### config.mk
export PLATFORM = sky130hd
export DESIGN_NAME = pipe_stage_buf_flat
export DESIGN_NICKNAME = d
export VERILOG_FILES = /design/src/rtl/pipe_stage_buf_pkg.sv /design/src/rtl/pipe_stage_buf_if.sv /design/src/rtl/pipe_stage_ctrl.sv /design/src/rtl/pipe_stage_buf.sv /design/src/flat_wrapper.sv
export SDC_FILE = /design/constraint.sdc
export NUM_CORES = 1
export LEC_CHECK = 0
export BUFFER_PORTS_ARGS = -buffer_cell sky130_fd_sc_hd__buf_4
export CAP_MARGIN = 10
export CORE_UTILIZATION = 47
export DETAILED_ROUTE_END_ITERATION = 10
export PLACE_DENSITY = 0.75
export SLEW_MARGIN = 10
export SYNTH_ARGS = -nofsm -noshare
export SYNTH_HDL_FRONTEND = slang
export SYNTH_SLANG_ARGS = --single-unit
### constraint.sdc
create_clock -name CLK -period 3.6 [get_ports CLK]
set_input_delay 0.36 -clock CLK [delete_from_list [all_inputs] [get_ports CLK]]
set_output_delay 0.36 -clock CLK [all_outputs]
set_load 0.05 [all_outputs]
### src/rtl/pipe_stage_buf_pkg.sv
// Shared sizing helpers and occupancy encoding for the pipeline stage buffer.
package pipe_stage_buf_pkg;

    // Occupancy classes of the buffer; PARTIAL is unreachable when DEPTH=1.
    typedef enum logic [1:0] {
        OccEmpty   = 2'd0,
        OccPartial = 2'd1,
        OccFull    = 2'd2
    } occ_e;

    // Pointer width; a single-entry buffer still carries a 1-bit pointer.
    function automatic int unsigned ptr_width(input int unsigned depth);
        return (depth > 1) ? $clog2(depth) : 1;
    endfunction

    // Occupancy counter width, able to represent 0..depth.
    function automatic int unsigned cnt_width(input int unsigned depth);
        return $clog2(depth + 1);
    endfunction

endpackage

### src/rtl/pipe_stage_buf_if.sv
// Producer/consumer handshake bundle for pipe_stage_buf.
interface pipe_stage_buf_if #(
    parameter int unsigned WIDTH = 32,
    parameter int unsigned DEPTH = 2
);
    logic                         in_valid;
    logic [WIDTH-1:0]             in_data;
    logic                         in_ready;
    logic                         out_valid;
    logic [WIDTH-1:0]             out_data;
    logic                         out_ready;
    logic [$clog2(DEPTH+1)-1:0]   count;

    // Environment side: drives the producer payload and the consumer ready.
    modport master (
        output in_valid, in_data, out_ready,
        input  in_ready, out_valid, out_data, count
    );

    // Buffer side.
    modport slave (
        input  in_valid, in_data, out_ready,
        output in_ready, out_valid, out_data, count
    );
endinterface

### src/rtl/pipe_stage_ctrl.sv
// Pointer, occupancy and handshake control for pipe_stage_buf.
// Ready/valid come from registered occupancy only, so there is no
// combinational path from out_ready to in_ready.
module pipe_stage_ctrl
    import pipe_stage_buf_pkg::*;
#(
    parameter int unsigned DEPTH = 2
) (
    input  logic                          CLK,
    input  logic                          nRST,
    input  logic                          flush,
    input  logic                          in_valid,
    input  logic                          out_ready,
    output logic                          in_ready,
    output logic                          out_valid,
    output logic                          push,
    output logic                          pop,
    output logic [ptr_width(DEPTH)-1:0]   wr_ptr,
    output logic [ptr_width(DEPTH)-1:0]   rd_ptr,
    output logic [cnt_width(DEPTH)-1:0]   count
);
    localparam int unsigned PW = ptr_width(DEPTH);
    localparam int unsigned CW = cnt_width(DEPTH);
    localparam logic [CW-1:0] FULL_CNT = CW'(DEPTH);
    localparam logic [PW-1:0] LAST_PTR = PW'(DEPTH - 1);

    logic [PW-1:0] wr_ptr_q, wr_ptr_d;
    logic [PW-1:0] rd_ptr_q, rd_ptr_d;
    logic [CW-1:0] count_q, count_d;
    occ_e          occ;

    // Classify current occupancy from the registered count.
    always_comb begin
        if (count_q == '0) begin
            occ = OccEmpty;
        end else if (count_q == FULL_CNT) begin
            occ = OccFull;
        end else begin
            occ = OccPartial;
        end
    end

    // A full buffer refuses input even if it pops this cycle; flush kills both transfers.
    always_comb begin
        in_ready  = (occ != OccFull);
        out_valid = (occ != OccEmpty);
        push      = in_valid && in_ready && !flush;
        pop       = out_valid && out_ready && !flush;
    end

    // Next-state: flush wins, otherwise advance pointers and step the count by +/-1.
    always_comb begin
        wr_ptr_d = wr_ptr_q;
        rd_ptr_d = rd_ptr_q;
        count_d  = count_q;
        if (flush) begin
            wr_ptr_d = '0;
            rd_ptr_d = '0;
            count_d  = '0;
        end else begin
            if (push) begin
                wr_ptr_d = (wr_ptr_q == LAST_PTR) ? '0 : wr_ptr_q + 1'b1;
            end
            if (pop) begin
                rd_ptr_d = (rd_ptr_q == LAST_PTR) ? '0 : rd_ptr_q + 1'b1;
            end
            unique case (occ)
                OccEmpty: begin
                    if (push) count_d = count_q + 1'b1;
                end
                OccFull: begin
                    if (pop) count_d = count_q - 1'b1;
                end
                default: begin
                    if (push && !pop) begin
                        count_d = count_q + 1'b1;
                    end else if (pop && !push) begin
                        count_d = count_q - 1'b1;
                    end
                end
            endcase
        end
    end

    // Control state register with asynchronous reset to empty.
    always_ff @(posedge CLK or negedge nRST) begin
        if (!nRST) begin
            wr_ptr_q <= '0;
            rd_ptr_q <= '0;
            count_q  <= '0;
        end else begin
            wr_ptr_q <= wr_ptr_d;
            rd_ptr_q <= rd_ptr_d;
            count_q  <= count_d;
        end
    end

    assign wr_ptr = wr_ptr_q;
    assign rd_ptr = rd_ptr_q;
    assign count  = count_q;

endmodule

### src/rtl/pipe_stage_buf.sv
// Small FIFO pipeline stage buffer: registered ready/valid, 1-cycle latency,
// BUBBLE presented while empty, synchronous flush, async active-low reset.
module pipe_stage_buf
    import pipe_stage_buf_pkg::*;
#(
    parameter int unsigned     WIDTH  = 32,
    parameter int unsigned     DEPTH  = 2,
    parameter logic [WIDTH-1:0] BUBBLE = '0
) (
    input  logic               CLK,
    input  logic               nRST,
    input  logic               flush,
    pipe_stage_buf_if.slave    bus
);
    localparam int unsigned PW    = ptr_width(DEPTH);
    localparam int unsigned CW    = cnt_width(DEPTH);
    // Storage rounded up to the pointer range so every pointer value indexes a real slot.
    localparam int unsigned SLOTS = 2 ** PW;

    logic             in_ready;
    logic             out_valid;
    logic             push;
    logic             pop;
    logic [PW-1:0]    wr_ptr;
    logic [PW-1:0]    rd_ptr;
    logic [CW-1:0]    count;
    logic [WIDTH-1:0] mem_q [SLOTS];

    pipe_stage_ctrl #(
        .DEPTH (DEPTH)
    ) u_ctrl (
        .CLK       (CLK),
        .nRST      (nRST),
        .flush     (flush),
        .in_valid  (bus.in_valid),
        .out_ready (bus.out_ready),
        .in_ready  (in_ready),
        .out_valid (out_valid),
        .push      (push),
        .pop       (pop),
        .wr_ptr    (wr_ptr),
        .rd_ptr    (rd_ptr),
        .count     (count)
    );

    // Payload storage; not reset because empty slots are masked by BUBBLE.
    always_ff @(posedge CLK) begin
        if (push) begin
            mem_q[wr_ptr] <= bus.in_data;
        end
    end

    // Present the oldest entry, or the NOP encoding when nothing is held.
    always_comb begin
        bus.out_data  = out_valid ? mem_q[rd_ptr] : BUBBLE;
        bus.out_valid = out_valid;
        bus.in_ready  = in_ready;
        bus.count     = count;
    end

endmodule

### src/flat_wrapper.sv
// flat-port wrapper written by rule: the top's interface ports become plain ports
module pipe_stage_buf_flat import pipe_stage_buf_pkg::*;
#(
    parameter int unsigned     WIDTH  = 32,
    parameter int unsigned     DEPTH  = 2,
    parameter logic [WIDTH-1:0] BUBBLE = '0
)
  (CLK, nRST, flush, bus_in_valid, bus_in_data, bus_out_ready, bus_in_ready, bus_out_valid, bus_out_data, bus_count);
  pipe_stage_buf_if #(.WIDTH(WIDTH), .DEPTH(DEPTH)) bus_i ();
  input  logic CLK;
  input  logic nRST;
  input  logic flush;
  input wire logic [$bits(bus_i.in_valid)-1:0] bus_in_valid;
  input wire logic [$bits(bus_i.in_data)-1:0] bus_in_data;
  input wire logic [$bits(bus_i.out_ready)-1:0] bus_out_ready;
  output wire logic [$bits(bus_i.in_ready)-1:0] bus_in_ready;
  output wire logic [$bits(bus_i.out_valid)-1:0] bus_out_valid;
  output wire logic [$bits(bus_i.out_data)-1:0] bus_out_data;
  output wire logic [$bits(bus_i.count)-1:0] bus_count;
  assign bus_i.in_valid = bus_in_valid;
  assign bus_i.in_data = bus_in_data;
  assign bus_i.out_ready = bus_out_ready;
  assign bus_in_ready = bus_i.in_ready;
  assign bus_out_valid = bus_i.out_valid;
  assign bus_out_data = bus_i.out_data;
  assign bus_count = bus_i.count;
  pipe_stage_buf #(.WIDTH(WIDTH), .DEPTH(DEPTH), .BUBBLE(BUBBLE)) u_core (.CLK(CLK), .nRST(nRST), .flush(flush), .bus(bus_i));
endmodule
==> flow_summary.json <==
{
  "avgSynthCellArea_um2": 16.0,
  "skew_ns": 0.00398,
  "drtPass1Iterations": 4,
  "required_ns": 3.24,
  "ys_async_sr_fraction_pct": 5.88,
  "ys_ff_latch": 68,
  "setup_tns_ns": 0,
  "p_leak_nw": 1.36,
  "cpLargestDelayFamily": "flip-flops",
  "cap_violations": 0,
  "end_kind": "output port",
  "hold_end": "u_core.mem_q[0][16]",
  "cts-buffers-inserted": 9,
  "tightest_slew_ns": 0.961,
  "ys_types": 23,
  "hold_start": "bus_in_data[16]",
  "insertedDiodeCount": 0,
  "cts_root_buffer": "clkbuf_8",
  "final_area_um2": 3530,
  "clock-sinks": 68,
  "htreeDepth": 3,
  "final_core_util_pct": 63.8,
  "rsz0062_at_grt": "no",
  "antenna_left": 0,
  "finalNetCount": 290,
  "place_ws_ns": 1.42,
  "cp_num_buf_inv": 1,
  "initial_core_util_pct": 49.3,
  "final_cell_mix": "buf_4, edfxtp_1, nor2_1",
  "drive_gt1_share_pct": 35.4,
  "grt_pass1_wl_mm": 7.41,
  "peakVddDrop_mv": 0.443,
  "grt.total_usage_pct": 16.7,
  "layout_commonest_cell": "buf_4",
  "status": "finished, final reports clean",
  "power_frac_seq_pct": 38.2,
  "cts_resized": 0,
  "drcViolationCount": 0,
  "power.share.switching_pct": 40.1,
  "p_comb_share_pct": 41.5,
  "p_int_w": 0.00164,
  "cp_max_fo": 33,
  "setup_viol": 0,
  "clockBufferDepth": 2,
  "die_w_um": 78.3,
  "antenna_found_initial": 0,
  "whs_path_depth": 1,
  "syn_nets": 211,
  "power_frac_clock_pct": 20.4,
  "worst_slack_ns": 1.33,
  "clk_pin_slew_ns": 0.06,
  "crit_slowest_cell": "dfrtp_2",
  "cts_tree": "built",
  "slew_violations": 0,
  "die-height_um": 78.3,
  "critPathMaxStageDelay_ns": 1.00,
  "syn_to_final_growth_pct": 29.2,
  "drt_wl_total_mm": 4.71,
  "dieArea_um2": 6130,
  "crit_path_start_kind": "flop",
  "finalCriticalPeriod_ns": 2.27,
  "r2r_end": "u_core.u_ctrl.count[0]",
  "ys_seq_area_share_pct": 74.0,
  "place_area_um2": 3350,
  "yosys_warnings": 0,
  "slew_headroom_pct": 35.9,
  "routed-via-count": 1608,
  "worstSetupPathType": "flop to output port",
  "power.density_nw_per_um2": 778,
  "post_cts_buffers": 0,
  "syn_area_um2": 2730,
  "drtIter0Drc": 70,
  "hpwl_mm": 2.94,
  "cp_cell_sequence": "mux2i_1 > nor2_1 > buf_4",
  "synth_ff_type": "edfxtp_1",
  "finalCritPeriodShare_pct": 63.1,
  "ios": 73,
  "clock_latency_ns": 0.33,
  "core_um2": 5540,
  "row_count": 27,
  "wl_per_cell_um": 14.4,
  "vias_per_cell": 4.93,
  "io_buffer_count": 72,
  "hold_viol_final": 0,
  "grt_overflow": 0,
  "r2r_slack_ns": 1.42,
  "switchingPower_w": 0.00110,
  "regToRegStartpoint": "u_core.u_ctrl.count[0]",
  "gp_congestion": 0.761,
  "min_path_type": "primary input to flop",
  "ctsHoldBuffers": 1,
  "fillers": 417,
  "r2r.worst_path.cells": 9,
  "first_global_vias": 1673,
  "cp.arrival_ns": 1.91,
  "grt_max_degree": 38,
  "max_freq_mhz": 441,
  "synth_edf_count": 64,
  "postSynthCellCount": 171
}
-- cell usage after synthesis, drive strengths merged (2+ instances only) --
master  instances  area (um^2)
buf             5         38.8
clkbuf          3         11.3
dfrtp           4          100
edfxtp         64         1920
ha              3         37.5
inv             5         18.8
mux2i          33          330
nand2           2         7.51
nand2b          4         25.0
nor2           37          139
-- registers in the layout, indices dropped and copies added (netlist names) --
signal	flops
u_core.u_ctrl.rd_ptr	1
u_core.u_ctrl.wr_ptr	1
u_core.u_ctrl.count	2
u_core.mem_q	64
-- cell type report --
class	instances	area, um^2	area share [%]
flip-flops and latches	68	2020	57.3
multi-input cells	90	654	18.5
repair buffers	76	573	16.2
clock buffers	12	135	3.82
well taps	72	90.1	2.55
clock inverters	3	38.8	1.10
inverters	5	18.8	0.531
-- power by group through the flow --
| stage | Clock, W | Combinational (W) | Sequential, W |
|---|---|---|---|
| final | 0.000559 | 0.00114 | 0.00105 |
| after global routing | 0.000603 | 0.00121 | 0.00106 |
| after CTS | 0.000576 | 0.00115 | 0.00105 |
| after detailed placement | 0 | 0.00115 | 0.00107 |
| after global placement | 0 | 0.00114 | 0.00106 |
| after floorplan | 0 | 0.000884 | 0.00101 |
-- logic make-up (layout without fill, tap and decap cells) --
family | count (synthesis) | in the layout | synth area share [%]
flops | 68 | 68 | 74.0
simple gates | 48 | 48 | 7.51
mux | 34 | 34 | 12.6
buf+inv | 13 | 96 | 2.52
fa+ha+maj | 3 | 3 | 1.37
compound gates | 3 | 3 | 1.37
xor+xnor | 2 | 2 | 0.641
-- how the worst max path moves through the flow --
| stage | startpoint | to | slack [ns] | cells after the start |
|---|---|---|---|---|
| finish | u_core.u_ctrl.rd_ptr | bus_out_data[11] | 1.33 | 3 |
| global route | u_core.u_ctrl.rd_ptr | bus_out_data[14] | 1.19 | 3 |
| CTS | u_core.u_ctrl.rd_ptr | bus_out_data[13] | 1.28 | 3 |
| detailed placement | u_core.u_ctrl.count[0] | u_core.u_ctrl.count[0] | 1.42 | 9 |
| global placement | u_core.u_ctrl.count[0] | u_core.u_ctrl.count[0] | 1.47 | 9 |
| floorplan | u_core.u_ctrl.count[0] | u_core.mem_q[0][0] | 0.68 | 4 |
-- stage by stage --
step / cells / hold slack, ns / total power, W
after floorplan: 171 / 0.0644 / 0.00190
after global placement: 310 / 0.158 / 0.00220
after detailed placement: 310 / 0.160 / 0.00221
after CTS: 326 / 0.198 / 0.00278
after global routing: 326 / 0.197 / 0.00287
final: 326 / 0.213 / 0.00275
-- routing by layer --
metal | track usage [%] | up-vias | part of all wire [%]
li1 | - | 774 | -
met1 | 18.4 | 763 | 39
met2 | 28.2 | 58 | 51
met3 | 4.42 | 13 | 6.8
met4 | 11.1 | 0 | 3.1
met5 | 0 | - | 0
(Power assumes the default switching activity.)
